$ cat src/rtl/cla_pkg.sv
// Shared definitions for the CLA-family stages: word width, serial-stage state
// encoding and the carry/overflow recovery helper.
package cla_pkg;

    localparam int unsigned WORD_W = 16;

    typedef enum logic {
        FIRST = 1'b0,
        NEXT  = 1'b1
    } state_e;

    // Recovers {cout, ovf} from the MSBs, since the CLA exposes only the sum.
    function automatic logic [1:0] cla_carry_ovf(input logic a15, input logic b15, input logic s15);
        logic cout;
        logic ovf;
        cout = (a15 & b15) | ((a15 | b15) & ~s15);
        ovf  = (a15 == b15) & (s15 != a15);
        return {cout, ovf};
    endfunction

endpackage

$ cat src/rtl/cla_16bit.sv
// Combinational 16-bit carry-lookahead adder: four 4-bit groups with
// group generate/propagate feeding the group carry-ins.
module cla_16bit (
    input  logic [15:0] a,
    input  logic [15:0] b,
    input  logic        cin,
    output logic [15:0] sum
);

    logic [15:0] p;
    logic [15:0] c;
    logic [2:0]  gg;
    logic [2:0]  gp;

    assign p = a ^ b;

    always_comb begin
        gg = '0;
        gp = '0;
        c  = '0;
        // Group generate/propagate for the three groups whose carry-out is consumed.
        for (int k = 0; k < 3; k++) begin
            gg[k] = 1'b0;
            gp[k] = 1'b1;
            for (int i = 0; i < 4; i++) begin
                gg[k] = (a[4*k+i] & b[4*k+i]) | (p[4*k+i] & gg[k]);
                gp[k] = gp[k] & p[4*k+i];
            end
        end
        c[0] = cin;
        for (int k = 0; k < 3; k++) begin
            c[4*k+4] = gg[k] | (gp[k] & c[4*k]);
        end
        for (int k = 0; k < 4; k++) begin
            for (int i = 0; i < 3; i++) begin
                c[4*k+i+1] = (a[4*k+i] & b[4*k+i]) | (p[4*k+i] & c[4*k+i]);
            end
        end
    end

    assign sum = p ^ c;

endmodule

$ cat src/rtl/cla_serial_adder.sv
// Word-serial multi-precision adder in front of cla_16bit, LSW first, carry chained
// through a register. Define CLA_SERIAL_SUB_EN to add the in_sub subtract mode.
module cla_serial_adder
    import cla_pkg::*;
#(
    parameter int unsigned CNT_W = 8
) (
    input  logic              clk,
    input  logic              rst_n,
    input  logic              in_valid,
    output logic              in_ready,
    input  logic [WORD_W-1:0] in_a,
    input  logic [WORD_W-1:0] in_b,
    input  logic              in_cin,
    input  logic              in_last,
`ifdef CLA_SERIAL_SUB_EN
    input  logic              in_sub,
`endif
    output logic              out_valid,
    input  logic              out_ready,
    output logic [WORD_W-1:0] out_sum,
    output logic              out_last,
    output logic [CNT_W-1:0]  out_idx,
    output logic              out_cout,
    output logic              out_ovf
);

    state_e             state_q;
    logic               carry_q;
    logic [CNT_W-1:0]   cnt_q;
    logic               out_valid_q;
    logic [WORD_W-1:0]  out_sum_q;
    logic               out_last_q;
    logic [CNT_W-1:0]   out_idx_q;
    logic               out_cout_q;
    logic               out_ovf_q;

    logic               sub_c;
    logic               cin_c;
    logic [WORD_W-1:0]  b_eff_c;
    logic [WORD_W-1:0]  sum_c;
    logic [1:0]         flags_c;
    logic               xfer_in_c;
    logic               xfer_out_c;

`ifdef CLA_SERIAL_SUB_EN
    logic               sub_q;
    // Mode is taken from the LSW and held for the rest of the packet.
    assign sub_c = (state_q == FIRST) ? in_sub : sub_q;
`else
    assign sub_c = 1'b0;
`endif

    assign b_eff_c    = sub_c ? ~in_b : in_b;
    assign cin_c      = (state_q == NEXT) ? carry_q : (sub_c | in_cin);
    assign in_ready   = !out_valid_q | out_ready;
    assign xfer_in_c  = in_valid & in_ready;
    assign xfer_out_c = out_valid_q & out_ready;

    cla_16bit u_cla (
        .a   (in_a),
        .b   (b_eff_c),
        .cin (cin_c),
        .sum (sum_c)
    );

    assign flags_c = cla_carry_ovf(in_a[WORD_W-1], b_eff_c[WORD_W-1], sum_c[WORD_W-1]);

    always_ff @(posedge clk) begin
        if (!rst_n) begin
            state_q     <= FIRST;
            carry_q     <= 1'b0;
            cnt_q       <= '0;
            out_valid_q <= 1'b0;
            out_sum_q   <= '0;
            out_last_q  <= 1'b0;
            out_idx_q   <= '0;
            out_cout_q  <= 1'b0;
            out_ovf_q   <= 1'b0;
`ifdef CLA_SERIAL_SUB_EN
            sub_q       <= 1'b0;
`endif
        end else if (xfer_in_c) begin
            state_q     <= in_last ? FIRST : NEXT;
            carry_q     <= flags_c[1];
            cnt_q       <= in_last ? '0 : cnt_q + CNT_W'(1);
            out_valid_q <= 1'b1;
            out_sum_q   <= sum_c;
            out_last_q  <= in_last;
            out_idx_q   <= cnt_q;
            out_cout_q  <= in_last & flags_c[1];
            out_ovf_q   <= in_last & flags_c[0];
`ifdef CLA_SERIAL_SUB_EN
            sub_q       <= sub_c;
`endif
        end else if (xfer_out_c) begin
            out_valid_q <= 1'b0;
        end
    end

    assign out_valid = out_valid_q;
    assign out_sum   = out_sum_q;
    assign out_last  = out_last_q;
    assign out_idx   = out_idx_q;
    assign out_cout  = out_cout_q;
    assign out_ovf   = out_ovf_q;

endmodule

$ cat config.mk
export PLATFORM = sky130hd
export DESIGN_NAME = cla_serial_adder
export DESIGN_NICKNAME = d
export VERILOG_FILES = /design/src/rtl/cla_pkg.sv /design/src/rtl/cla_16bit.sv /design/src/rtl/cla_serial_adder.sv
export SDC_FILE = /design/constraint.sdc
export NUM_CORES = 1
export LEC_CHECK = 0
export ABC_AREA = 1
export BUFFER_PORTS_ARGS = -buffer_cell sky130_fd_sc_hd__buf_4
export CORE_MARGIN = 5
export CORE_UTILIZATION = 31
export CTS_BUF_LIST = sky130_fd_sc_hd__clkbuf_8 sky130_fd_sc_hd__clkbuf_16
export DETAILED_ROUTE_END_ITERATION = 12
export HOLD_SLACK_MARGIN = 0.06
export PLACE_DENSITY = 0.6
export SYNTH_ARGS = -nofsm -noshare
export SYNTH_HDL_FRONTEND = slang
export SYNTH_SLANG_ARGS = --single-unit
$ cat constraint.sdc
create_clock -name clk -period 3.95 [get_ports clk]
set_input_delay 0.395 -clock clk [delete_from_list [all_inputs] [get_ports clk]]
set_output_delay 0.395 -clock clk [all_outputs]
set_load 0.02 [all_outputs]
* After elaboration in Yosys (flattened, before gate mapping) *
Index checks and enable logic that the tools add are counted.
W data, S select, Z words.

word-level totals
  register bits = 38
  latch bits = 0
  bits in writable memories = 0
  bits in read-only memories = 0
  bits of input ports = 38
  output and inout bits = 29
  word-level logic and storage cells = 104
  memories kept = 0

operators by class
  add/subtract/negate cells = 1
  $mul = 0
  div/mod/pow operators = 0
  $lt $le $gt $ge = 0
  eq/ne operators = 2
  shift operators = 0
  mux-type cells = 5
  bitwise gates (word level) = 85
  reduce and logical (&&, ||, !) cells = 2

operators by type and width
  kind                   count
  $and A1 B1 Y1          55
  $xor A16 B16 Y16       2
  $or A1 B1 Y1           27
  $add A8 B1 Y8 const B  1
  $mux W8                1
  $mux W1                4
  $reduce_bool A2 Y1     1
  $eq A1 B1 Y1           1
  $logic_not A1 Y1       1
  $ne A1 B1 Y1           1
  $not A1 Y1             1

* Logic depth before layout (Yosys ltp) *
  depth in word-level cells = 23
  mapped depth = 19
  mapped depth without buffers = 19

* Hierarchy *
A second synthesis with hierarchy kept.

second synthesis, totals
  cells, all modules = 256
  area total of the unflattened synthesis = 2100.8 sq um

modules (own cells, without submodules)
  module            times used  cells each  area each (sq um)  sequential area each (sq um)
  cla_serial_adder  1           193         1498.9             760.7
  cla_16bit         1           63          601.8              0.0

* Least setup slack after synthesis *
No wires, ideal clock.

  kind = input to register
  start = in in_a[3]
  end = reg out_ovf_q (netlist: out_ovf)
  setup time = 0.066 ns
  arrival = 3.241 ns
  data required time = 3.884 ns
  path slack = 0.643 ns
  stages on the path = 19
  buffers on the path = 0
  cell sequence = ha_1 -> nand2_1 -> nor2_1 -> a21oi_1 -> nand2_1 -> nand2_1 -> nand2_1 -> nand2_1 -> nand2_1 -> fa_1 -> fa_1 -> fa_1 -> inv_1 -> fa_1 -> a21oi_1 -> o21ai_0 -> nor2_1 -> a21oi_1 -> nor2_1

on the way
  cells in the longest elaborated chain, start to end = 18
  elaborated cells between the ends (all ways) = 21
  those cells by class = eq/ne: 1; bitwise: 20

ends and longest elaborated chain
  element                                        RTL line                          text
  start: declaration                             cla_serial_adder.sv:12            input logic [WORD_W-1:0] in_a,
  $xor A16 B16 Y16                               cla_16bit.sv:15                   assign p = a ^ b;
  $and A1 B1 Y1, on equally long branches        cla_16bit.sv:26, cla_16bit.sv:27
  $or A1 B1 Y1 or $and A1 B1 Y1 (tied branches)  cla_16bit.sv:26, cla_16bit.sv:32
  $or A1 B1 Y1 *                                 cla_16bit.sv:32                   c[4*k+4] = gg[k] | (gp[k] & c[4*k]);
  $and A1 B1 Y1 *                                cla_16bit.sv:32
  $or A1 B1 Y1 *                                 cla_16bit.sv:32
  $and A1 B1 Y1 *                                cla_16bit.sv:32
  $or A1 B1 Y1 *                                 cla_16bit.sv:32
  [... 2 more ...]                               -
  $and A1 B1 Y1 *                                cla_16bit.sv:36                   c[4*k+i+1] = (a[4*k+i] & b[4*k+i]) | (p[4*k+i] & c[4*k+i]);
  $or A1 B1 Y1 *                                 cla_16bit.sv:36
  $and A1 B1 Y1 *                                cla_16bit.sv:36
  $or A1 B1 Y1 *                                 cla_16bit.sv:36
  $xor A16 B16 Y16 *                             cla_16bit.sv:41                   assign sum = p ^ c;
  $ne A1 B1 Y1 *                                 cla_pkg.sv:17                     ovf = (a15 == b15) & (s15 != a15);
  $and A1 B1 Y1 *                                cla_pkg.sv:17
  $and A1 B1 Y1 *                                cla_serial_adder.sv:92            out_ovf_q <= in_last & flags_c[0];
  end signal: assignment                         cla_serial_adder.sv:92
  end: declaration                               cla_serial_adder.sv:36            logic out_ovf_q;

Mark *: on every way between the ends. The rest lies on a longest branch, timed or not.
A chain may end at the register's enable or synchronous reset.

* Worst setup path in the final report *
  start = in in_a[2]
  end = reg out_ovf_q (netlist: out_ovf)

on the way
  cells in the longest elaborated chain, start to end = 20
  elaborated cells between the ends (all ways) = 24
  those cells by class = eq/ne: 1; bitwise: 23

ends and longest elaborated chain
  element             RTL line                text
  $xor A16 B16 Y16    cla_16bit.sv:15
  $and A1 B1 Y1       cla_16bit.sv:26         gg[k] = (a[4*k+i] & b[4*k+i]) | (p[4*k+i] & gg[k]);
  $or A1 B1 Y1        cla_16bit.sv:26
  $and A1 B1 Y1       cla_16bit.sv:26
  $or A1 B1 Y1        cla_16bit.sv:26
  $or A1 B1 Y1 *      cla_16bit.sv:32
  $and A1 B1 Y1 *     cla_16bit.sv:32
  $or A1 B1 Y1 *      cla_16bit.sv:32
  [... 4 more ...]    -
  $and A1 B1 Y1 *     cla_16bit.sv:36
  $or A1 B1 Y1 *      cla_16bit.sv:36
  $and A1 B1 Y1 *     cla_16bit.sv:36
  $or A1 B1 Y1 *      cla_16bit.sv:36
  $xor A16 B16 Y16 *  cla_16bit.sv:41
  $ne A1 B1 Y1 *      cla_pkg.sv:17
  $and A1 B1 Y1 *     cla_pkg.sv:17
  $and A1 B1 Y1 *     cla_serial_adder.sv:92

Marked as above.

==> results.sh <==
export IMPL_postCtsSetupBuffers=0
export IMPL_required_ps=4180
export IMPL_grt_usage=0.120
export IMPL_wl_microns=4720
export IMPL_dp_hpwl_microns=3610
export IMPL_final_hold_viol_count=0
export IMPL_dieArea_sq_um=8220
export IMPL_drc_errors=0
export IMPL_synth_nets=305
export IMPL_start_util=0.318
export IMPL_ys_seq_elements=38
export IMPL_synth_area_sq_um=2020
export IMPL_ant_nets=0
export IMPL_vdd_drop_max_mv=0.197
export IMPL_period_minus_slack_ps=3390
export IMPL_htreeDepth=2
export IMPL_yosys_most_used_dff="dfxtp_1"
export IMPL_hold_class="in2reg"
export IMPL_core_sq_um=6350
export IMPL_synth_area_leaders="dfxtp_1 38%, fa_1 13%, ha_1 8.7%"
export IMPL_internal_power_mw=0.781
export IMPL_synth_top_cells_by_count="38 x dfxtp_1, 38 x nor2_1, 32 x nand2_1, 29 x a21oi_1, 27 x o21ai_0"
export IMPL_setup_viol=0
export IMPL_sw_frac_of_total=0.264
export IMPL_max_freq_ghz=0.295
export IMPL_first_pass_iters=4
export IMPL_maxCapViolCount=0
export IMPL_cts_root_buf="clkbuf_8"
export IMPL_fin_hold_ws_ps=390
export IMPL_yosys_warnings=0
export IMPL_portBuffers=66
export IMPL_path_clk_slew_ps=80
export IMPL_maxSlewViolCount=0
export IMPL_crit_slowest_cell="fa_1"
export IMPL_ctsResizeCount=0
export IMPL_cts_sinks=38
export IMPL_netlist_area_leader_share=0.377
export IMPL_critPathCaptureType="flop"
export IMPL_cts_buffers=5
export IMPL_yosysSeqAreaShare=0.377
export IMPL_cts_tree="done"
export IMPL_total_power_mw=1.06
export IMPL_yosysTopAreaCell="dfxtp_1"
export IMPL_cp_arrival_ps=3620
export IMPL_die_x_microns=90.7
export IMPL_path_max_fanout=3
export IMPL_relSlewSlack=0.788
export IMPL_gp_congestion=0.806
export IMPL_combPwrFrac=0.215
export IMPL_pwr_share_seq=0.399
export IMPL_clk_latency_ps=290
export IMPL_cpPeakStageDelay_ps=430
export IMPL_drive_above_1_share=0.271
export IMPL_cp_start_kind="primary input"
export IMPL_syn_avg_cell_area_sq_um=8.41
export IMPL_routed_via_density=4.59
export IMPL_worstSetupPathType="in2reg"
export IMPL_wl_per_cell_microns=12.3
export IMPL_clock_power_share=0.386
export IMPL_die_h_microns=90.7
export IMPL_async_flop_share=0
export IMPL_post_place_cells=375
export IMPL_setup_slack_ps=560
export IMPL_clock_path_buffers=2
export IMPL_finalSetupTns_ps=0
export IMPL_p_per_area_nw_per_um2=391
export IMPL_synth_edf_count=0
export IMPL_crit_chain="buf_4, ha_1, nand2_1, nor2_1, a21oi_1, nand2_1, nand2_1, nand2_1, nand2_1, nand2_1, fa_1, fa_1, fa_1, inv_1, fa_1, a21oi_1, o21ai_0, nor2_1, a21oi_1, nor2_1"
export IMPL_vias=1757
export IMPL_design_area_sq_um=2710
export IMPL_power_switching_mw=0.280
export IMPL_grt_max_degree=38
export IMPL_path_buf_inv=2
export IMPL_period_share=0.858
export IMPL_grt_pass1_wl_microns=8160
export IMPL_final_core_util=0.427
export IMPL_crit_family="adder cells"
export IMPL_dp_slack_ps=257
export IMPL_drt_initial_drc_count=32
export IMPL_worst_pin_slew_ps=317
export IMPL_synth_cell_types=24
export IMPL_grt_ovfl_total=0
export IMPL_ios=67
export IMPL_crit_top_cell="nand2_1"
export IMPL_synthCells=240
export IMPL_layoutNonFillerInstCount=383
export IMPL_grt_pass1_vias=1759
export IMPL_antenna_found_initial=0
export IMPL_area_growth_synth_to_final_pct=34.4
export IMPL_nNetsFinal=370
export IMPL_placed_area_sq_um=2570
export IMPL_rsz0062_at_grt="no"
export IMPL_postCtsHoldBufs=0
export IMPL_placement_rows=29
export IMPL_fin_worst_skew_ps=9.36
export IMPL_p_leak_nw=1.24
export IMPL_status="complete, no violations"
export IMPL_n_antenna_cell=0
per-layer routing:
| metal | GRT usage | routed length (microns) | up-vias | part of all wire |
|---|---|---|---|---|
| met4 | 0.0447 | 81 | 0 | 0.017 |
| met3 | 0.0342 | 252 | 5 | 0.053 |
| li1 | - | - | 916 | - |
| met5 | 0 | 0 | - | 0 |
| met1 | 0.144 | 2100 | 797 | 0.44 |
| met2 | 0.202 | 2290 | 39 | 0.48 |
cell families (layout without fill, tap and decap cells):
family,after synthesis,count (layout),synth area share
fa+ha+maj,27,27,0.216
simple gates,86,86,0.184
xor+xnor,5,5,0.0217
buf+inv,26,92,0.0558
compound gates,58,58,0.146
flops,38,38,0.377
final cells by class:
class,count,area [sq um]
timing repair buffer,66,495
clock inverter,2,60.1
tap,77,96.3
inverter,18,72.6
clock buffer,6,82.6
multi-input combinational,176,1140
fill,664,3640
sequential,38,761
sequential cells by signal (all words and copies together) (netlist names):
name,count
out_sum,16
cnt_q,8
out_idx,8
carry_q,1
out_cout,1
out_last,1
out_ovf,1
out_valid,1
state_q,1
cell usage in the layout, fill, tap and decap left out, drive strengths merged, types with 2 or more instances in the layout:
| master | count |
|---|---|
| nor2 | 40 |
| xnor2 | 4 |
| inv | 17 |
| dfxtp | 38 |
| buf | 66 |
| nand2 | 37 |
| bufinv | 2 |
| a21oi | 29 |
| o21a | 2 |
| nand3 | 6 |
| ha | 14 |
| fa | 13 |
| o21ai | 27 |
| clkbuf | 6 |
| nand4 | 2 |
worst paths after layout:
path                            startpoint          to  slack [ps]  cells after the start
worst max register to register     state_q     out_ovf         720                     19
worst min-delay path             out_ready   out_valid         390                      4
worst min register to register  out_idx[5]  out_idx[5]         470                      2
worst max-delay path               in_a[2]     out_ovf         560                     20
worst register-to-register path: stages, from the launching register on:
cell and delay, ps:
dfxtp_1 330, inv_1 50, nand2_1 50, nand2_1 80
a21oi_1 130, nand2_1 90, nand2_1 60, nand2_1 90
nand2_1 80, nand2_1 80, fa_1 390, fa_1 400
fa_1 380, inv_1 80, fa_1 430, a21oi_1 150
o21ai_0 90, nor2_1 80, a21oi_1 40, nor2_1 80
power groups by stage:
| stage | sequential [mW] | clock, mW | combinational, mW |
|---|---|---|---|
| final | 0.424 | 0.410 | 0.228 |
| after CTS | 0.425 | 0.421 | 0.233 |
| after floorplan | 0.460 | 0 | 0.106 |
| after global routing | 0.428 | 0.436 | 0.264 |
| after global placement | 0.433 | 0 | 0.230 |
| after detailed placement | 0.433 | 0 | 0.232 |
Power figures use the tool's default switching activity.
